--- config.mk ---
export PLATFORM = sky130hd
export DESIGN_NAME = trap_ctrl
export DESIGN_NICKNAME = d
export VERILOG_FILES = /design/src/rtl/trap_ctrl_pkg.sv /design/src/rtl/trap_cause_enc.sv /design/src/rtl/trap_ctrl.sv
export SDC_FILE = /design/constraint.sdc
export NUM_CORES = 1
export LEC_CHECK = 0
export BUFFER_PORTS_ARGS = -buffer_cell sky130_fd_sc_hd__buf_2
export CAP_MARGIN = 20
export CORE_ASPECT_RATIO = 0.9
export CORE_MARGIN = 2
export CORE_UTILIZATION = 43
export CTS_BUF_LIST = sky130_fd_sc_hd__clkbuf_16
export CTS_CLUSTER_SIZE = 10
export DETAILED_ROUTE_END_ITERATION = 12
export GPL_TIMING_DRIVEN = 0
export PLACE_DENSITY = 0.84
export SLEW_MARGIN = 30
export SYNTH_ARGS = -nofsm -noshare
export SYNTH_HDL_FRONTEND = slang
export SYNTH_SLANG_ARGS = --single-unit
--- constraint.sdc ---
create_clock -name clk -period 1.6 [get_ports clk]
set_input_delay 0 -clock clk [delete_from_list [all_inputs] [get_ports clk]]
set_output_delay 0 -clock clk [all_outputs]
set_load 0.01 [all_outputs]
--- src/rtl/trap_ctrl_pkg.sv ---
// trap_ctrl_pkg: bus widths, trap cause codes, CSR addresses and mstatus rewrite helpers.
package trap_ctrl_pkg;
  localparam int RegBus = 32;
  localparam int CsrAddrBus = 12;
  localparam logic [RegBus-1:0] TRAP_CAUSE_ILLEGAL = 32'd2;
  localparam logic [RegBus-1:0] TRAP_CAUSE_ECALL = 32'd11;
  localparam logic [RegBus-1:0] TRAP_CAUSE_EBREAK = 32'd3;
  localparam logic [RegBus-1:0] TRAP_CAUSE_EXT_INT = 32'h8000000B;
  localparam logic [RegBus-1:0] TRAP_CAUSE_SOFT_INT = 32'h80000003;
  localparam logic [RegBus-1:0] TRAP_CAUSE_TIMER_INT = 32'h80000007;
  localparam logic [CsrAddrBus-1:0] CSR_MSTATUS = 12'h300;
  localparam logic [CsrAddrBus-1:0] CSR_MTVEC = 12'h305;
  localparam logic [CsrAddrBus-1:0] CSR_MEPC = 12'h341;
  localparam logic [CsrAddrBus-1:0] CSR_MCAUSE = 12'h342;
  localparam logic [CsrAddrBus-1:0] CSR_MTVAL = 12'h343;
  // Entry: MPIE <= MIE, MIE <= 0
  function automatic logic [RegBus-1:0] entry_status(input logic [RegBus-1:0] s);
    return {s[31:8], s[3], s[6:4], 1'b0, s[2:0]};
  endfunction
  // mret: MIE <= MPIE, MPIE <= 1
  function automatic logic [RegBus-1:0] mret_status(input logic [RegBus-1:0] s);
    return {s[31:8], 1'b1, s[6:4], s[7], s[2:0]};
  endfunction
endpackage

--- src/rtl/trap_cause_enc.sv ---
// trap_cause_enc: priority encoder of exceptions, mret and enabled interrupts.
module trap_cause_enc
  import trap_ctrl_pkg::*;
(
  input  logic              illegal_i,
  input  logic              ecall_i,
  input  logic              ebreak_i,
  input  logic              mret_i,
  input  logic              ext_i,
  input  logic              soft_i,
  input  logic              tcmp_i,
  input  logic              mie_i,
  input  logic              inst_valid_i,
  output logic              valid_o,
  output logic              is_int_o,
  output logic              is_mret_o,
  output logic [RegBus-1:0] cause_o
);
  logic exc, irq;
  assign exc = illegal_i | ecall_i | ebreak_i;
  assign irq = mie_i & inst_valid_i & (ext_i | soft_i | tcmp_i);
  assign valid_o = exc | mret_i | irq;
  assign is_mret_o = mret_i & ~exc;
  assign is_int_o = irq & ~exc & ~mret_i;
  always_comb begin
    cause_o = illegal_i ? TRAP_CAUSE_ILLEGAL :
              ecall_i   ? TRAP_CAUSE_ECALL :
              ebreak_i  ? TRAP_CAUSE_EBREAK :
              ext_i     ? TRAP_CAUSE_EXT_INT :
              soft_i    ? TRAP_CAUSE_SOFT_INT :
              tcmp_i    ? TRAP_CAUSE_TIMER_INT : '0;
  end
endmodule

--- src/rtl/trap_ctrl.sv ---
// trap_ctrl: trap entry / mret sequencer on the CSR trap channel, holding the pipeline throughout.
// TRAP_VECTORED_EN: interrupts redirect to mtvec base + 4*code instead of base.
module trap_ctrl
  import trap_ctrl_pkg::*;
(
  input  logic                  clk,
  input  logic                  rst_n,
  input  logic                  ex_trap_valid_i,
  input  logic                  tcmp_trap_valid_i,
  input  logic                  soft_trap_valid_i,
  input  logic                  mstatus_MIE3_i,
  input  logic                  inst_valid_i,
  input  logic                  ecall_i,
  input  logic                  ebreak_i,
  input  logic                  illegal_i,
  input  logic                  mret_i,
  input  logic [RegBus-1:0]     pc_i,
  input  logic [RegBus-1:0]     next_pc_i,
  input  logic [RegBus-1:0]     inst_i,
  input  logic [RegBus-1:0]     mepc_i,
  output logic                  trap_csr_we_o,
  output logic [CsrAddrBus-1:0] trap_csr_addr_o,
  output logic [RegBus-1:0]     trap_csr_wdata_o,
  input  logic [RegBus-1:0]     trap_csr_rdata_i,
  output logic                  hold_o,
  output logic                  jump_flag_o,
  output logic [RegBus-1:0]     jump_addr_o
);
  typedef enum logic [2:0] {IDLE, W_EPC, W_CAUSE, W_TVAL, W_STATUS, R_STATUS, JUMP} state_t;
  state_t state_q, state_d;
  logic det_valid, det_int, det_mret, det_go, is_mret_q, we_d;
  logic [RegBus-1:0] det_cause, cause_q, epc_q, tval_q, mepc_q, entry_addr;
  logic [CsrAddrBus-1:0] addr_d;
  trap_cause_enc u_enc (
    .illegal_i   (illegal_i),
    .ecall_i     (ecall_i),
    .ebreak_i    (ebreak_i),
    .mret_i      (mret_i),
    .ext_i       (ex_trap_valid_i),
    .soft_i      (soft_trap_valid_i),
    .tcmp_i      (tcmp_trap_valid_i),
    .mie_i       (mstatus_MIE3_i),
    .inst_valid_i(inst_valid_i),
    .valid_o     (det_valid),
    .is_int_o    (det_int),
    .is_mret_o   (det_mret),
    .cause_o     (det_cause)
  );
  assign det_go = (state_q == IDLE) & det_valid;
  always_comb begin
    state_d = state_q;
    unique case (state_q)
      IDLE:     state_d = det_valid ? (det_mret ? R_STATUS : W_EPC) : IDLE;
      W_EPC:    state_d = W_CAUSE;
      W_CAUSE:  state_d = W_TVAL;
      W_TVAL:   state_d = W_STATUS;
      W_STATUS: state_d = JUMP;
      R_STATUS: state_d = JUMP;
      default:  state_d = IDLE;
    endcase
  end
  // we/addr are registered off the next state so they are glitch-free in each step
  always_comb begin
    we_d = state_d inside {W_EPC, W_CAUSE, W_TVAL, W_STATUS, R_STATUS};
    addr_d = (state_d == W_EPC)   ? CSR_MEPC :
             (state_d == W_CAUSE) ? CSR_MCAUSE :
             (state_d == W_TVAL)  ? CSR_MTVAL :
             (state_d == W_STATUS || state_d == R_STATUS) ? CSR_MSTATUS :
             (state_d == JUMP)    ? CSR_MTVEC : '0;
  end
  always_ff @(posedge clk or negedge rst_n) begin
    if (!rst_n) begin
      state_q <= IDLE;
      trap_csr_we_o <= 1'b0;
      trap_csr_addr_o <= '0;
      cause_q <= '0;
      epc_q <= '0;
      tval_q <= '0;
      mepc_q <= '0;
      is_mret_q <= 1'b0;
    end else begin
      state_q <= state_d;
      trap_csr_we_o <= we_d;
      trap_csr_addr_o <= addr_d;
      if (det_go) begin
        cause_q <= det_cause;
        epc_q <= det_int ? next_pc_i : pc_i;
        tval_q <= (illegal_i && !det_int) ? inst_i : '0;
        mepc_q <= mepc_i;
        is_mret_q <= det_mret;
      end
    end
  end
`ifdef TRAP_VECTORED_EN
  logic is_int_q;
  always_ff @(posedge clk or negedge rst_n) begin
    if (!rst_n) is_int_q <= 1'b0;
    else if (det_go) is_int_q <= det_int;
  end
  assign entry_addr = {trap_csr_rdata_i[31:2], 2'b00} + (is_int_q ? {25'd0, cause_q[4:0], 2'b00} : '0);
`else
  assign entry_addr = {trap_csr_rdata_i[31:2], 2'b00};
`endif
  // status rewrite uses the asynchronous read of mstatus in the same cycle
  always_comb begin
    trap_csr_wdata_o = (state_q == W_EPC)    ? epc_q :
                       (state_q == W_CAUSE)  ? cause_q :
                       (state_q == W_TVAL)   ? tval_q :
                       (state_q == W_STATUS) ? entry_status(trap_csr_rdata_i) :
                       (state_q == R_STATUS) ? mret_status(trap_csr_rdata_i) : '0;
  end
  assign hold_o = rst_n & ((state_q != IDLE) | det_valid);
  assign jump_flag_o = state_q == JUMP;
  assign jump_addr_o = (state_q == JUMP) ? (is_mret_q ? mepc_q : entry_addr) : '0;
endmodule

==> out/qor.yml <==
r2r_slack_ns: -0.18
ys_seq_area_share_pct: 49.6
grt_pass1_vias: 7064
p_leak_nw: 4.91
start_util_pct: 44.2
io_pins: 250
grt_overflow: 0
synthesis.area_sq_um: 5600
clkLatencyLatePin_ns: 0.35
vias_per_cell: 5.83
clockBufferDepth: 2
ir_drop_mv: 1.48
finalWeightedCongestion: 0.953
dp_hpwl_mm: 13.5
synth_edf_count: 0
drt-initial-drc-count: 713
cp_max_fo: 5
yosysTopAreaCellShare_pct: 49.6
cts_buffers: 9
yosys_warnings: 0
fp.dieH_um: 112
hold_viol: 0
status: "finished with violations"
yosysMostFrequentCell: "dfrtp_1"
crit_arrival_ns: 1.79
max_freq_mhz: 557
setup_viol: 158
cp-end-kind: "output pin"
synth_top_area_cell: "dfrtp_1"
required_ns: 1.60
final_nets: 1142
cts_tree: "built"
timing.rr.start: "state_q[1]$_DFF_PN0_"
period_minus_slack_ns: 1.79
worst_hold_startpoint: "illegal_i"
drv_slew: 0
wirelength_mm: 26.8
antenna_left: 0
finClkSkew_ns: 0.00645
synth.area.top_cells: "dfrtp_1, mux2i_1, mux2_2"
grt_max_degree: 66
io_buffers: 243
violations: "negative setup slack"
synthCells: 545
critPathKind: "reg2out"
power_w: 0.0188
fp.dieArea_sq_um: 14000
rr_worst_depth: 8
maxCapViolations: 0
ys_types: 40
worstMarginPinSlew_ns: 0.669
area.growth.synth_to_final_pct: 83.4
synth.avg_cell_area_sq_um: 10.3
synth_seq_cells: 111
cts_sinks: 111
min_period_over_period_pct: 112
crit_path_end: "trap_csr_wdata_o[1]"
insertedDiodeCount: 0
dr.pass1.iters: 5
reg2reg_to: "mepc_q[20]$_DFFE_PN0P_"
relSlewSlack_pct: 54.7
setup_tns_ns: -13.01
synthFlopType: "dfrtp_1"
grt_first_pass_wirelength_mm: 38.0
die_x_um: 124
power_density_nw_per_um2: 1830
antenna_found_initial: 0
synthTopCellsByCount: "dfrtp_1, nor2_1, mux2i_1"
start_kind: "register"
h-tree-depth: 3
root_buffer: "clkbuf_16"
dp_slack_ns: -0.472
post-route-drc-count: 0
track_usage_pct: 35.0
rsz0062_at_grt: "true"
drive_gt1_share_pct: 50.4
worst_slack_ns: -0.194
timing.hold.ws_ns: 0.0434
wl_per_cell_um: 23.5
row_count: 39
async_flop_share_pct: 100
worstSetupStartpoint: "state_q[0]$_DFF_PN0_"
holdCritPathClass: "in2reg"
vias: 6643
clk_pin_slew_ns: 0.07
coreArea_sq_um: 12700
==> stage by stage <==
stage	std cells	cell area (sq um)	util (%)
2_1_floorplan	550	5620	-
3_3_place_gp	957	7040	55.5
5_1_grt	1140	10300	81.0
3_5_place_dp	958	7080	55.8
4_1_cts	1131	9680	76.3
6_report	1140	10300	81.0
==> routing by layer <==
layer | up-vias | share of wire [%] | track usage [%]
li1 | 2803 | - | -
met1 | 3166 | 36 | 41.0
met2 | 551 | 48 | 58.6
met3 | 123 | 10 | 10.2
met4 | 0 | 5.3 | 18.7
met5 | - | 0 | 0
==> critical path, cell delays in order (launching register included) <==
cell     delay [ns]
dfrtp_1        0.35
buf_6          0.14
buf_12         0.12
mux2_2         0.36
a22oi_2        0.25
o21ai_2        0.08
buf_2          0.14
==> state kept, by name, summed over array words and instances (netlist names) <==
name             count
trap_csr_we_o        1
state_q              3
trap_csr_addr_o      5
cause_q              5
is_mret_q            1
tval_q              32
mepc_q              32
epc_q               32
==> logic make-up after synthesis <==
kind of cell	synth area share (%)
AOI/OAI and AO/OA	18.0
muxes	17.6
buffers and inverters	5.27
and+or+nand+nor	9.33
xor gates and xnor gates	0.156
other	0.0669
DFF	49.6
==> timing repair <==
action / CTS / global route
cloned: 8 / 4
resized for setup: 181 / 129
endpoints found under the hold margin: 209 / 0
setup endpoints to repair: 166 / 165
hold buffers: 131 / 0
pin swaps: 36 / 25
setup buffers: 21 / 8
==> worst min-delay path by stage <==
stage	depth (start not counted)	end
6_report	3	cause_q[0]$_DFFE_PN0P_
5_1_grt	3	cause_q[0]$_DFFE_PN0P_
4_1_cts	3	cause_q[0]$_DFFE_PN0P_
3_5_place_dp	1	mepc_q[0]$_DFFE_PN0P_
3_3_place_gp	2	tval_q[10]$_DFFE_PN0P_
2_1_floorplan	0	cause_q[0]$_DFFE_PN0P_
==> area by class of cell <==
cell class                 instances  area [sq um]
inverter                           5          18.8
buffer                            48           647
tap                              164           205
clock inverter                     7          88.8
fill                             647          2410
clock buffer                       9           225
timing repair buffer             414          3070
multi-input combinational        382          3250
sequential                       111          2780
==> layout by cell type (no fill, tap or decap), types with 19 or more instances in the layout <==
| cell | n |
|---|---|
| buf_2 | 242 |
| dlygate4sd3_1 | 131 |
| dfrtp_1 | 109 |
| nor2_1 | 66 |
| mux2i_1 | 51 |
| a21oi_1 | 37 |
| a22o_1 | 34 |
| mux2_2 | 32 |
| buf_4 | 26 |
| clkbuf_16 | 21 |
| o21ai_2 | 21 |
| o22ai_2 | 21 |
| buf_6 | 19 |
| nand2_4 | 19 |
==> report_power, final <==
group	switching [W]	total, W	internal (W)
sequential	0.000954	0.00516	0.00421
clock	0.00106	0.00242	0.00136
combinational	0.00561	0.0112	0.00557
Power figures use the tool's default switching activity.
